==> src/rtl/knight_pkg.sv <==
// Shared constants and types for the knight flasher trail display.
package knight_pkg;
  localparam int LEDS   = 8;
  localparam int BW_DEF = 4;
  localparam int MAX    = (2 ** BW_DEF) - 1;

  typedef logic [BW_DEF-1:0] bright_t;
endpackage

==> src/rtl/knight_trail_if.sv <==
// Strobe/position input and LED drive bus of the trail display stage.
interface knight_trail_if;
  logic                         adv;
  logic [knight_pkg::LEDS-1:0]  pos;
  logic [knight_pkg::LEDS-1:0]  led;

  modport master (output adv, pos, input  led);
  modport slave  (input  adv, pos, output led);
endinterface

==> src/rtl/knight_trail_cell.sv <==
// One LED of the trail: brightness register with load/decay/saturate and PWM compare flop.
module trail_cell #(
  parameter int BW    = knight_pkg::BW_DEF,
  parameter int DECAY = 5
) (
  input  logic          ck,
  input  logic          res,
  input  logic          adv,
  input  logic          hit,
  input  logic [BW-1:0] pwm_ct,
  output logic          led
);
  localparam logic [BW-1:0] FULL = {BW{1'b1}};
  localparam logic [BW-1:0] STEP = BW'(DECAY);

  logic [BW-1:0] bright;
  logic [BW-1:0] bright_nxt;

  always_comb begin
    // NOTE: default assignment first keeps every path assigned, so no latch is inferred.
    bright_nxt = bright;
    if (adv) begin
      if (hit)                bright_nxt = FULL;
      else if (bright > STEP) bright_nxt = bright - STEP;
      else                    bright_nxt = '0;
    end
  end

  // NOTE: the brightness store is reset, because an unknown level would light the board randomly.
  always_ff @(posedge ck) begin
    if (res) begin
      // NOTE: non-blocking assignments so every flop samples pre-edge values.
      bright <= '0;
      led    <= 1'b0;
    end else begin
      bright <= bright_nxt;
      led    <= (bright > pwm_ct);
    end
  end
endmodule

==> src/rtl/knight_trail.sv <==
// Trail display top: shared PWM counter feeding eight brightness cells.
module knight_trail
  import knight_pkg::*;
#(
  parameter int BW    = BW_DEF,
  parameter int DECAY = 5
) (
  input  logic           ck,
  input  logic           res,
  knight_trail_if.slave  bus
);
  // Counter stops one short of all-ones so a full-brightness LED is never low.
  localparam logic [BW-1:0] LAST = BW'((2 ** BW) - 2);

  logic [BW-1:0]   pwm_ct;
  logic [LEDS-1:0] led_w;

  always_ff @(posedge ck) begin
    if (res)                 pwm_ct <= '0;
    else if (pwm_ct == LAST) pwm_ct <= '0;
    else                     pwm_ct <= pwm_ct + 1'b1;
  end

  for (genvar i = 0; i < LEDS; i++) begin : g_cell
    trail_cell #(
      .BW    (BW),
      .DECAY (DECAY)
    ) u_cell (
      .ck     (ck),
      .res    (res),
      .adv    (bus.adv),
      .hit    (bus.pos[i]),
      .pwm_ct (pwm_ct),
      .led    (led_w[i])
    );
  end

  assign bus.led = led_w;
endmodule

==> src/flat_wrapper.sv <==
// flat-port wrapper written by rule: the top's interface ports become plain ports
module knight_trail_flat import knight_pkg::*;
#(
  parameter int BW    = BW_DEF,
  parameter int DECAY = 5
)
  (ck, res, bus_adv, bus_pos, bus_led);
  knight_trail_if bus_i ();
  input  logic ck;
  input  logic res;
  input wire logic [$bits(bus_i.adv)-1:0] bus_adv;
  input wire logic [$bits(bus_i.pos)-1:0] bus_pos;
  output wire logic [$bits(bus_i.led)-1:0] bus_led;
  assign bus_i.adv = bus_adv;
  assign bus_i.pos = bus_pos;
  assign bus_led = bus_i.led;
  knight_trail #(.BW(BW), .DECAY(DECAY)) u_core (.ck(ck), .res(res), .bus(bus_i));
endmodule
==> config.mk <==
export PLATFORM = sky130hd
export DESIGN_NAME = knight_trail_flat
export DESIGN_NICKNAME = d
export VERILOG_FILES = /design/src/rtl/knight_pkg.sv /design/src/rtl/knight_trail_if.sv /design/src/rtl/knight_trail_cell.sv /design/src/rtl/knight_trail.sv /design/src/flat_wrapper.sv
export SDC_FILE = /design/constraint.sdc
export NUM_CORES = 1
export LEC_CHECK = 0
export BUFFER_PORTS_ARGS = -buffer_cell sky130_fd_sc_hd__buf_2
export CAP_MARGIN = 15
export CORE_MARGIN = 4
export CORE_UTILIZATION = 40
export DETAILED_ROUTE_END_ITERATION = 6
export SLEW_MARGIN = 25
export SYNTH_ARGS = -nofsm -noshare
export SYNTH_HDL_FRONTEND = slang
export SYNTH_HIERARCHICAL = 1
export SYNTH_SLANG_ARGS = --single-unit
==> constraint.sdc <==
create_clock -name ck -period 1.7 [get_ports ck]
set_input_delay 0.255 -clock ck [delete_from_list [all_inputs] [get_ports ck]]
set_output_delay 0.255 -clock ck [all_outputs]
set_load 0.005 [all_outputs]
==> impl_metrics.env, run 1 <==
export IMPL_final_cell_mix="inv_1, ha_1, dfxtp_1"
export IMPL_placement_setup_worst_slack_ns=0.189
export IMPL_switching_share_pct=31.5
export IMPL_rsz0062_at_grt="false"
export IMPL_crit_required_ns=1.88
export IMPL_grt_pass1_wl_um=10500
export IMPL_clk_latency_ns=0.29
export IMPL_clk_pin_slew_ns=0.08
export IMPL_register_area_um2=881
export IMPL_drt_first_iter_violations=90
export IMPL_fin_tns_setup_ns=0
export IMPL_post_route_cells_drive_above_1_share_pct=17.0
export IMPL_multiInputGateArea_um2=2080
export IMPL_detailed_place_hpwl_um=4360
export IMPL_clock_skew_ns=0.00617
export IMPL_floorplan_core_area_um2=7770
export IMPL_cts_repair_resized=0
export IMPL_outcome="complete, no violations"
export IMPL_tritoncts_clock_tree="built"
export IMPL_cp_arrival_ns=1.71
export IMPL_drc_errors=0
export IMPL_clkPwrFrac_pct=24.6
export IMPL_grt_start_max_net_pins=65
export IMPL_synthesis_yosys_warnings=6
export IMPL_detail_route_first_pass_iterations=4
export IMPL_path_cells="inv_1 -> ha_1 -> nor2b_1 -> o211ai_1 -> a21oi_1"
export IMPL_cts_num_sinks=44
export IMPL_combinationalPowerShare_pct=26.3
export IMPL_die_area_um2=9520
export IMPL_worst_setup_path_start_kind="register"
export IMPL_finish_net_count=431
export IMPL_syn_to_final_growth_pct=9.13
export IMPL_dr_total_vias=2469
export IMPL_synthesis_instances=347
export IMPL_cts_post_setup_buffers_inserted=0
export IMPL_power_sequential_fraction_pct=49.0
export IMPL_power_switching_w=0.000802
export IMPL_avgSynthCellArea_um2=9.25
export IMPL_h_tree_depth=2
export IMPL_final_setup_viol_count=0
export IMPL_antenna_found_initial=0
export IMPL_final_antenna_net_count=0
export IMPL_timing_worst_slew_pin_value_ns=0.613
export IMPL_post_synth_top_area_cell="dfxtp_1"
export IMPL_report_final_slew_viol_count=0
export IMPL_final_min_period_over_clock_period_pct=90.3
export IMPL_wl_per_cell_um=12.8
export IMPL_gp_congestion=0.784
export IMPL_p_leak_nw=1.41
export IMPL_clock_tree_root_cell="clkbuf_8"
export IMPL_hold_path_class="input pin to register"
export IMPL_ys_seq_area_share_pct=27.5
export IMPL_placement_rows=32
export IMPL_total_routing_usage_reported_by_global_routing_pct=13.0
export IMPL_max_freq_mhz=651
export IMPL_startpoint="u_core/pwm_ct[1]$_SDFF_PP0_"
export IMPL_grt_pass1_vias=2309
export IMPL_dieWidth_um=97.6
export IMPL_r2r_start="u_core/pwm_ct[1]$_SDFF_PP0_"
export IMPL_cp_capture_type="register"
export IMPL_criticalPathCategory="register to register"
export IMPL_portBuffers=18
export IMPL_viasPerCell=5.23
export IMPL_cts_buffers=5
export IMPL_p_int_w=0.00175
export IMPL_cts_max_path_buffers=2
export IMPL_layout_min_cycle_time_ns=1.54
export IMPL_cp_slowest_stage_delay_ns=0.60
export IMPL_boundaryPins=19
export IMPL_layout_filler_cells=796
export IMPL_antenna_cells=0
export IMPL_critical_path_slowest_cell="dfxtp_1"
export IMPL_die_height_um=97.6
export IMPL_routed_wirelength_um=6060
export IMPL_worst_hold_startpoint="bus_pos[4]"
export IMPL_start_util_pct=41.3
export IMPL_largest_voltage_drop_on_the_vdd_net_v=0.000322
export IMPL_timing_max_cap_violations=0
export IMPL_global_route_overflow_total=0
export IMPL_worst_slack_ns=0.164
export IMPL_postSynthNetCount=408
export IMPL_path_max_fanout=12
export IMPL_synth_seq_cells=44
export IMPL_count_of_endpoints_failing_hold_in_the_final_timing_report=0
export IMPL_number_of_buffers_added_to_fix_hold_violations_after_cts=0
export IMPL_synth_cell_type_count=24
export IMPL_cellPowerDensity_nw_per_um2=728
export IMPL_timing_slew_headroom_pct=59.1
export IMPL_synth_top_area_share_pct=27.5
export IMPL_synth_area_top_cells="dfxtp_1, ha_1, inv_1"
export IMPL_syn_cell_area_um2=3210
[cell usage after synthesis]
library cell   n
nor2_1        10
inv_1         50
ha_1          50
o211ai_1      16
a41o_1         8
o21ai_2        8
nor3b_1        8
a31oi_1        8
nor3b_4        8
a311oi_2       8
mux2i_1       16
a21oi_1       34
buf_4          8
o21ai_0        8
nor2b_1       16
a21oi_2        1
a21bo_2        8
o21bai_1       1
nand4b_1       1
nand3b_1       1
nand2_1       18
nor4b_1        8
dfxtp_1       44
o21ai_1        9
[through the flow]
| stage | std cells | area [um2] | utilization, % | hold slack, ns | power (W) |
|---|---|---|---|---|---|
| 2_1_floorplan | 347 | 3210 | - | 0.323 | 0.00176 |
| 3_3_place_gp | 465 | 3420 | 44.1 | 0.508 | 0.00192 |
| 3_5_place_dp | 465 | 3420 | 44.1 | 0.516 | 0.00195 |
| 4_1_cts | 472 | 3500 | 45.1 | 0.254 | 0.00260 |
| 5_1_grt | 472 | 3500 | 45.1 | 0.260 | 0.00275 |
| 6_report | 472 | 3500 | 45.1 | 0.266 | 0.00255 |
[registers in the layout, indices dropped and copies added, names as in the netlist]
register and cells:
u_core/g_cell.u_cell/bright 32, u_core/g_cell.u_cell/led 8, u_core/pwm_ct 4
[kinds of logic after synthesis]
family                   count (synthesis)  synth area share, %
AO/OA/AOI/OAI                          109                 24.7
flip-flops                              44                 27.5
buffers and inverters                   58                 7.72
AND/OR/NAND/NOR                         70                 15.6
multiplexers                            16                 4.99
adder cells (fa/ha/maj)                 50                 19.5
[metal layers]
| metal | vias up | global-route usage [%] | wire length, um | part of all wire, % |
|---|---|---|---|---|
| li1 | 1304 | - | - | - |
| met1 | 1145 | 17.2 | 3110 | 51 |
| met2 | 18 | 21.6 | 2760 | 46 |
| met3 | 2 | 2.94 | 140 | 2.3 |
| met4 | 0 | 3.19 | 44 | 0.73 |
| met5 | - | 0 | 0 | 0 |
[worst max-delay path: cells and delay by family (launching register included)]
kind | cells | cell delay, ns
buffers and inverters | 1 | 0.10
AND/OR/NAND/NOR | 1 | 0.14
flip-flops | 1 | 0.60
adder cells (fa/ha/maj) | 1 | 0.34
AO/OA/AOI/OAI | 2 | 0.24
[final timing paths]
| check | slack, ns | depth (start not counted) | to |
|---|---|---|---|
| worst max-delay path | 0.16 | 5 | u_core/g_cell[5].u_cell/led$_SDFF_PP0_ |
| worst min-delay path | 0.27 | 3 | u_core/g_cell[4].u_cell/bright[0]$_SDFFE_PP0P_ |
| worst max register to register | 0.16 | 5 | u_core/g_cell[5].u_cell/led$_SDFF_PP0_ |
| worst min register to register | 0.53 | 2 | u_core/g_cell[3].u_cell/bright[2]$_SDFFE_PP0P_ |
[area by class of cell]
class | count | area share [%]
clock buffer | 6 | 2.07
clock inverter | 1 | 0.143
inverter | 50 | 5.36
multi-input combinational | 245 | 59.4
sequential | 44 | 25.2
tap | 102 | 3.65
timing repair buffer | 24 | 4.22
[power groups by stage]
stage,logic (W),clock network (W),registers (W)
finish,0.000671,0.000628,0.00125
CTS,0.000683,0.000665,0.00125
global route,0.000772,0.000705,0.00127
detailed placement,0.000678,0,0.00128
global placement,0.000648,0,0.00127
floorplan,0.000517,0,0.00124
(Power assumes the default switching activity.)
==> run 2, diff against run 1 <==
--- a/config.mk
+++ b/config.mk
@@ -7,6 +7,7 @@
 export LEC_CHECK = 0
 export BUFFER_PORTS_ARGS = -buffer_cell sky130_fd_sc_hd__buf_2
 export CAP_MARGIN = 15
+export CORE_ASPECT_RATIO = 1.4
 export CORE_MARGIN = 4
 export CORE_UTILIZATION = 40
 export DETAILED_ROUTE_END_ITERATION = 6
==> run 2 against run 1 <==
Combinational power up 2%. Fmax is 3.6% higher. Design area grew 1.4%. Largest cell class unchanged. Sequential share of layout area down 0.35 points. Sequential cell count unchanged.
==> impl_metrics.env, run 2 (synthesized netlist as in run 1, its figures left out) <==
export IMPL_outcome="complete, no violations"
export IMPL_largestRegisters="u_core/g_cell.u_cell/bright x32, u_core/g_cell.u_cell/led x8, u_core/pwm_ct x4"
export IMPL_dieWidth_um=83.7
export IMPL_cts_num_sinks=44
export IMPL_wl_per_cell_um=13.2
export IMPL_grt_start_max_net_pins=65
export IMPL_layout_min_cycle_time_ns=1.48
export IMPL_post_route_cells_drive_above_1_share_pct=17.9
export IMPL_m1WireLength_um=2920
export IMPL_timing_max_cap_violations=0
export IMPL_final_setup_viol_count=0
export IMPL_start_util_pct=41.1
export IMPL_path_max_fanout=5
export IMPL_clock_tree_root_cell="clkbuf_8"
export IMPL_cp_num_buf_inv=1
export IMPL_grt_pass1_wl_um=10900
export IMPL_gp_congestion=0.791
export IMPL_total_routing_usage_reported_by_global_routing_pct=13.7
export IMPL_timing_hold_worst_path_depth=3
export IMPL_count_of_endpoints_failing_hold_in_the_final_timing_report=0
export IMPL_final_min_period_over_clock_period_pct=87.2
export IMPL_finish_net_count=434
export IMPL_worst_setup_path_start_kind="register"
export IMPL_clk_pin_slew_ns=0.09
export IMPL_hold_path_class="input pin to register"
export IMPL_rsz0062_at_grt="false"
export IMPL_cp_slowest_stage_delay_ns=0.42
export IMPL_antenna_found_initial=0
export IMPL_clock_skew_ns=0.00965
export IMPL_die_height_um=114
export IMPL_post_dp_area_um2=3440
export IMPL_die_area_um2=9540
export IMPL_cellPowerDensity_nw_per_um2=767
export IMPL_switching_share_pct=30.0
export IMPL_timing_worst_slew_pin_value_ns=0.416
export IMPL_largest_voltage_drop_on_the_vdd_net_v=0.000404
export IMPL_syn_to_final_growth_pct=10.7
export IMPL_clkPwrFrac_pct=29.2
export IMPL_routed_wirelength_um=6240
export IMPL_number_of_buffers_added_to_fix_hold_violations_after_cts=0
export IMPL_grt_pass1_vias=2458
export IMPL_fin_tns_setup_ns=0
export IMPL_timing_reg2reg_setup_slack_ns=0.22
export IMPL_detail_route_first_pass_iterations=4
export IMPL_cts_max_path_buffers=2
export IMPL_p_leak_nw=1.44
export IMPL_routed_wl_met2_um=3070
export IMPL_h_tree_depth=2
export IMPL_report_final_slew_viol_count=0
export IMPL_met3WireLength_um=173
export IMPL_stdcell_area_um2=3550
export IMPL_portBuffers=18
export IMPL_top_signal_layer_used="met4"
export IMPL_max_freq_mhz=674
export IMPL_floorplan_core_area_um2=7800
export IMPL_reg2reg_depth=5
export IMPL_critical_path_slowest_cell="dfxtp_1"
export IMPL_viasPerCell=5.28
export IMPL_criticalPathCategory="register to register"
export IMPL_largest_register_ff_count=32
export IMPL_boundaryPins=19
export IMPL_placement_rows=38
export IMPL_critical_path_top_delay_family="flip-flops"
export IMPL_drt_first_iter_violations=99
export IMPL_antenna_cells=0
export IMPL_cts_post_setup_buffers_inserted=0
export IMPL_final_antenna_net_count=0
export IMPL_power_switching_w=0.000817
export IMPL_clk_latency_ns=0.30
export IMPL_detailed_place_hpwl_um=4520
export IMPL_final_cell_mix="inv_1, ha_1, dfxtp_1"
export IMPL_p_int_w=0.00191
export IMPL_cp_capture_type="register"
export IMPL_tritoncts_clock_tree="built"
export IMPL_cts_repair_resized=0
export IMPL_critical_path_depth=5
export IMPL_timing_slew_headroom_pct=72.2
export IMPL_global_route_overflow_total=0
export IMPL_dr_total_vias=2501
export IMPL_cp_arrival_ns=1.70
export IMPL_hold_worst_slack_ns=0.267
export IMPL_drc_errors=0
export IMPL_cts_buffers=5
export IMPL_path_cells="inv_1 -> ha_1 -> nor3b_4 -> o21ai_2 -> a311oi_2"
export IMPL_crit_required_ns=1.91
export IMPL_power_sequential_fraction_pct=45.6
export IMPL_top_register="u_core/g_cell.u_cell/bright"
export IMPL_combinationalPowerShare_pct=25.1
==> run 2: changes by cell type in the layout (fill, tap and decap cells not counted) <==
cell / previous run / this run
bufinv_16: 0 / 1
buf_4: 5 / 8
==> run 2: worst paths after layout <==
check                                                               startpoint                                             end
worst max-delay path            u_core/g_cell[5].u_cell/bright[0]$_SDFFE_PP0P_  u_core/g_cell[5].u_cell/bright[0]$_SDFFE_PP0P_
worst min-delay path                                                bus_pos[4]  u_core/g_cell[4].u_cell/bright[0]$_SDFFE_PP0P_
worst max register to register  u_core/g_cell[5].u_cell/bright[0]$_SDFFE_PP0P_  u_core/g_cell[5].u_cell/bright[0]$_SDFFE_PP0P_
worst min register to register  u_core/g_cell[6].u_cell/bright[2]$_SDFFE_PP0P_  u_core/g_cell[6].u_cell/bright[2]$_SDFFE_PP0P_
==> run 2: metal layers <==
| metal | global-route usage [%] | up-vias |
|---|---|---|
| li1 | - | 1304 |
| met2 | 24.5 | 24 |
| met4 | 3.97 | 0 |
| met3 | 3.32 | 5 |
| met1 | 16.3 | 1168 |
| met5 | 0 | - |
==> run 2: layout make-up <==
cell class | instances | area (um2)
fill | 773 | 4250
multi-input combinational | 245 | 2080
sequential | 44 | 881
inverter | 50 | 188
timing repair buffer | 27 | 170
tap | 100 | 125
clock buffer | 6 | 72.6
clock inverter | 2 | 35.0
==> run 2: power groups by stage <==
stage	Sequential (W)	Combinational [W]	Clock, W
6_report	0.00124	0.000685	0.000797
5_1_grt	0.00126	0.000789	0.000871
4_1_cts	0.00124	0.000695	0.000825
3_5_place_dp	0.00127	0.000692	0
3_3_place_gp	0.00127	0.000670	0
2_1_floorplan	0.00124	0.000517	0
==> run 2: through the flow <==
step | std cells | util (%) | worst slack, ns | total power [W]
6_report | 474 | 45.5 | 0.217 | 0.00272
2_1_floorplan | 347 | - | 0.390 | 0.00176
5_1_grt | 474 | 45.5 | 0.119 | 0.00292
3_5_place_dp | 466 | 44.2 | 0.249 | 0.00196
4_1_cts | 474 | 45.5 | 0.216 | 0.00276
3_3_place_gp | 466 | 44.2 | 0.244 | 0.00194
==> run 2: worst reg2reg max path, stage by stage, from the launching register on <==
cell,delay (ns)
dfxtp_1,0.42
inv_1,0.12
ha_1,0.27
nor3b_4,0.25
o21ai_2,0.08
a311oi_2,0.26
==> run 3, diff against run 2 <==
--- a/config.mk
+++ b/config.mk
@@ -11,6 +11,7 @@
 export CORE_MARGIN = 4
 export CORE_UTILIZATION = 40
 export DETAILED_ROUTE_END_ITERATION = 6
+export SETUP_SLACK_MARGIN = 0.5
 export SLEW_MARGIN = 25
 export SYNTH_ARGS = -nofsm -noshare
 export SYNTH_HDL_FRONTEND = slang
==> run 3 against run 2 <==
Setup slack better by 0.22 ns. Largest power group unchanged. Via count is 12% higher. Sequential cell count stayed put. Fmax is 18% higher.
==> impl_metrics.env, run 3 (synthesized netlist as in run 1, its figures left out) <==
export IMPL_final_min_period_over_clock_period_pct=74.1
export IMPL_placement_rows=38
export IMPL_routed_wirelength_um=7830
export IMPL_final_cell_mix="buf_4, a21oi_1, inv_1, ha_4, ha_1"
export IMPL_clk_latency_ns=0.30
export IMPL_worst_hold_startpoint="bus_pos[4]"
export IMPL_rsz0062_at_grt="true"
export IMPL_h_tree_depth=2
export IMPL_crit_required_ns=1.92
export IMPL_critical_path_slowest_cell="dfxtp_4"
export IMPL_cp_capture_type="register"
export IMPL_syn_to_final_growth_pct=39.0
export IMPL_p_leak_nw=1.75
export IMPL_antenna_cells=0
export IMPL_cts_buffers=5
export IMPL_gp_congestion=0.734
export IMPL_antenna_found_initial=0
export IMPL_die_area_um2=9540
export IMPL_largestRegisters="u_core/g_cell.u_cell/bright x32, u_core/g_cell.u_cell/led x8, u_core/pwm_ct x4"
export IMPL_worst_setup_path_start_kind="register"
export IMPL_grt_pass1_wl_um=12500
export IMPL_grt_pass1_vias=2696
export IMPL_start_util_pct=41.1
export IMPL_report_final_slew_viol_count=0
export IMPL_largest_voltage_drop_on_the_vdd_net_v=0.000360
export IMPL_viasPerCell=5.41
export IMPL_dr_total_vias=2812
export IMPL_r2r_start="u_core/pwm_ct[3]$_SDFF_PP0_"
export IMPL_tritoncts_clock_tree="built"
export IMPL_clk_pin_slew_ns=0.09
export IMPL_criticalPathCategory="register to register"
export IMPL_finish_net_count=480
export IMPL_outcome="complete, no violations"
export IMPL_portBuffers=18
export IMPL_total_routing_usage_reported_by_global_routing_pct=15.8
export IMPL_layout_min_cycle_time_ns=1.26
export IMPL_boundaryPins=19
export IMPL_layout_filler_cells=659
export IMPL_floorplan_core_area_um2=7800
export IMPL_detailed_place_hpwl_um=4490
export IMPL_cts_num_sinks=44
export IMPL_cellPowerDensity_nw_per_um2=666
export IMPL_grt_start_max_net_pins=65
export IMPL_dieWidth_um=83.7
export IMPL_final_antenna_net_count=0
export IMPL_path_cells="inv_1 -> ha_1 -> a41o_1 -> a21oi_1"
export IMPL_post_route_cells_drive_above_1_share_pct=49.0
export IMPL_drc_errors=0
export IMPL_cp_slowest_stage_delay_ns=0.41
export IMPL_detail_route_first_pass_iterations=4
export IMPL_timing_slew_headroom_pct=78.5
export IMPL_wl_per_cell_um=15.1
export IMPL_global_route_overflow_total=0
export IMPL_clock_tree_root_cell="clkbuf_8"
export IMPL_hold_path_class="input pin to register"
export IMPL_path_max_fanout=9
export IMPL_die_height_um=114
export IMPL_largest_register_ff_count=32
export IMPL_number_of_buffers_added_to_fix_hold_violations_after_cts=0
export IMPL_final_setup_viol_count=0
export IMPL_drt_first_iter_violations=136
export IMPL_max_freq_mhz=794
export IMPL_clock_skew_ns=0.0105
export IMPL_hold_worst_slack_ns=0.260
export IMPL_cts_max_path_buffers=2
export IMPL_startpoint="u_core/pwm_ct[3]$_SDFF_PP0_"
export IMPL_fin_tns_setup_ns=0
export IMPL_timing_max_cap_violations=0
export IMPL_timing_worst_slew_pin_value_ns=0.318
export IMPL_count_of_endpoints_failing_hold_in_the_final_timing_report=0
export IMPL_layout_commonest_cell="buf_4"
export IMPL_cp_arrival_ns=1.48
export IMPL_top_register="u_core/g_cell.u_cell/bright"
run 3: cell types whose count changed in the layout (fill, tap and decap cells not counted), sizes merged:
| cell | previous run | this run |
|---|---|---|
| buf | 27 | 73 |
| bufinv | 1 | 0 |
| clkbuf | 6 | 7 |
run 3: metrics by stage:
stage | instances | area, um2 | util, % | power (W) | setup slack [ns]
floorplan | 347 | 3270 | - | 0.00178 | 0.502
global placement | 460 | 3470 | 44.6 | 0.00195 | 0.331
detailed placement | 460 | 3470 | 44.6 | 0.00198 | 0.273
CTS | 510 | 4190 | 53.8 | 0.00289 | 0.436
global route | 520 | 4460 | 57.2 | 0.00317 | 0.360
finish | 520 | 4460 | 57.2 | 0.00297 | 0.441
run 3: layout make-up:
class / count / area (um2) / area share [%]
Clock buffer: 7 / 76.3 / 1.71
Clock inverter: 1 / 5.00 / 0.112
Inverter: 50 / 218 / 4.88
Multi-Input combinational cell: 245 / 2500 / 56.1
Sequential cell: 44 / 955 / 21.4
Tap cell: 100 / 125 / 2.81
Timing Repair Buffer: 73 / 578 / 13.0
run 3: worst paths after layout:
| kind | end | slack, ns | cells past startpoint |
|---|---|---|---|
| max | u_core/g_cell[1].u_cell/led$_SDFF_PP0_ | 0.44 | 4 |
| min | u_core/g_cell[4].u_cell/bright[0]$_SDFFE_PP0P_ | 0.26 | 3 |
| max reg2reg | u_core/g_cell[1].u_cell/led$_SDFF_PP0_ | 0.44 | 4 |
| min reg2reg | u_core/g_cell[4].u_cell/bright[2]$_SDFFE_PP0P_ | 0.54 | 2 |
run 3: timing repair:
action	4_1_cts	5_1_grt
endpoints found under the hold margin	0	0
gates resized for setup	83	39
pin swaps	53	38
endpoints found under the setup margin	29	39
setup buffers	42	10
run 3: metal layers:
metal	up-vias	global-route usage, %	wire length (um)
met2	25	30.1	4100
met3	7	2.38	158
li1	1400	-	-
met5	-	0	0
met1	1380	17.8	3460
met4	0	5.36	102
run 3: worst max-delay path, delay by kind of cell, from the launching register on:
| family | cells | cell delay [ns] |
|---|---|---|
| fa+ha+maj | 1 | 0.32 |
| flops | 1 | 0.41 |
| compound gates | 2 | 0.39 |
| buf+inv | 1 | 0.06 |
run 3: where the power goes:
part | switching, W | internal (W) | leakage [nW]
combinational | 0.000491 | 0.000587 | 1.33
clock | 0.000361 | 0.000289 | 0.0422
sequential | 0.000116 | 0.00113 | 0.378
total | 0.000968 | 0.00200 | 1.75
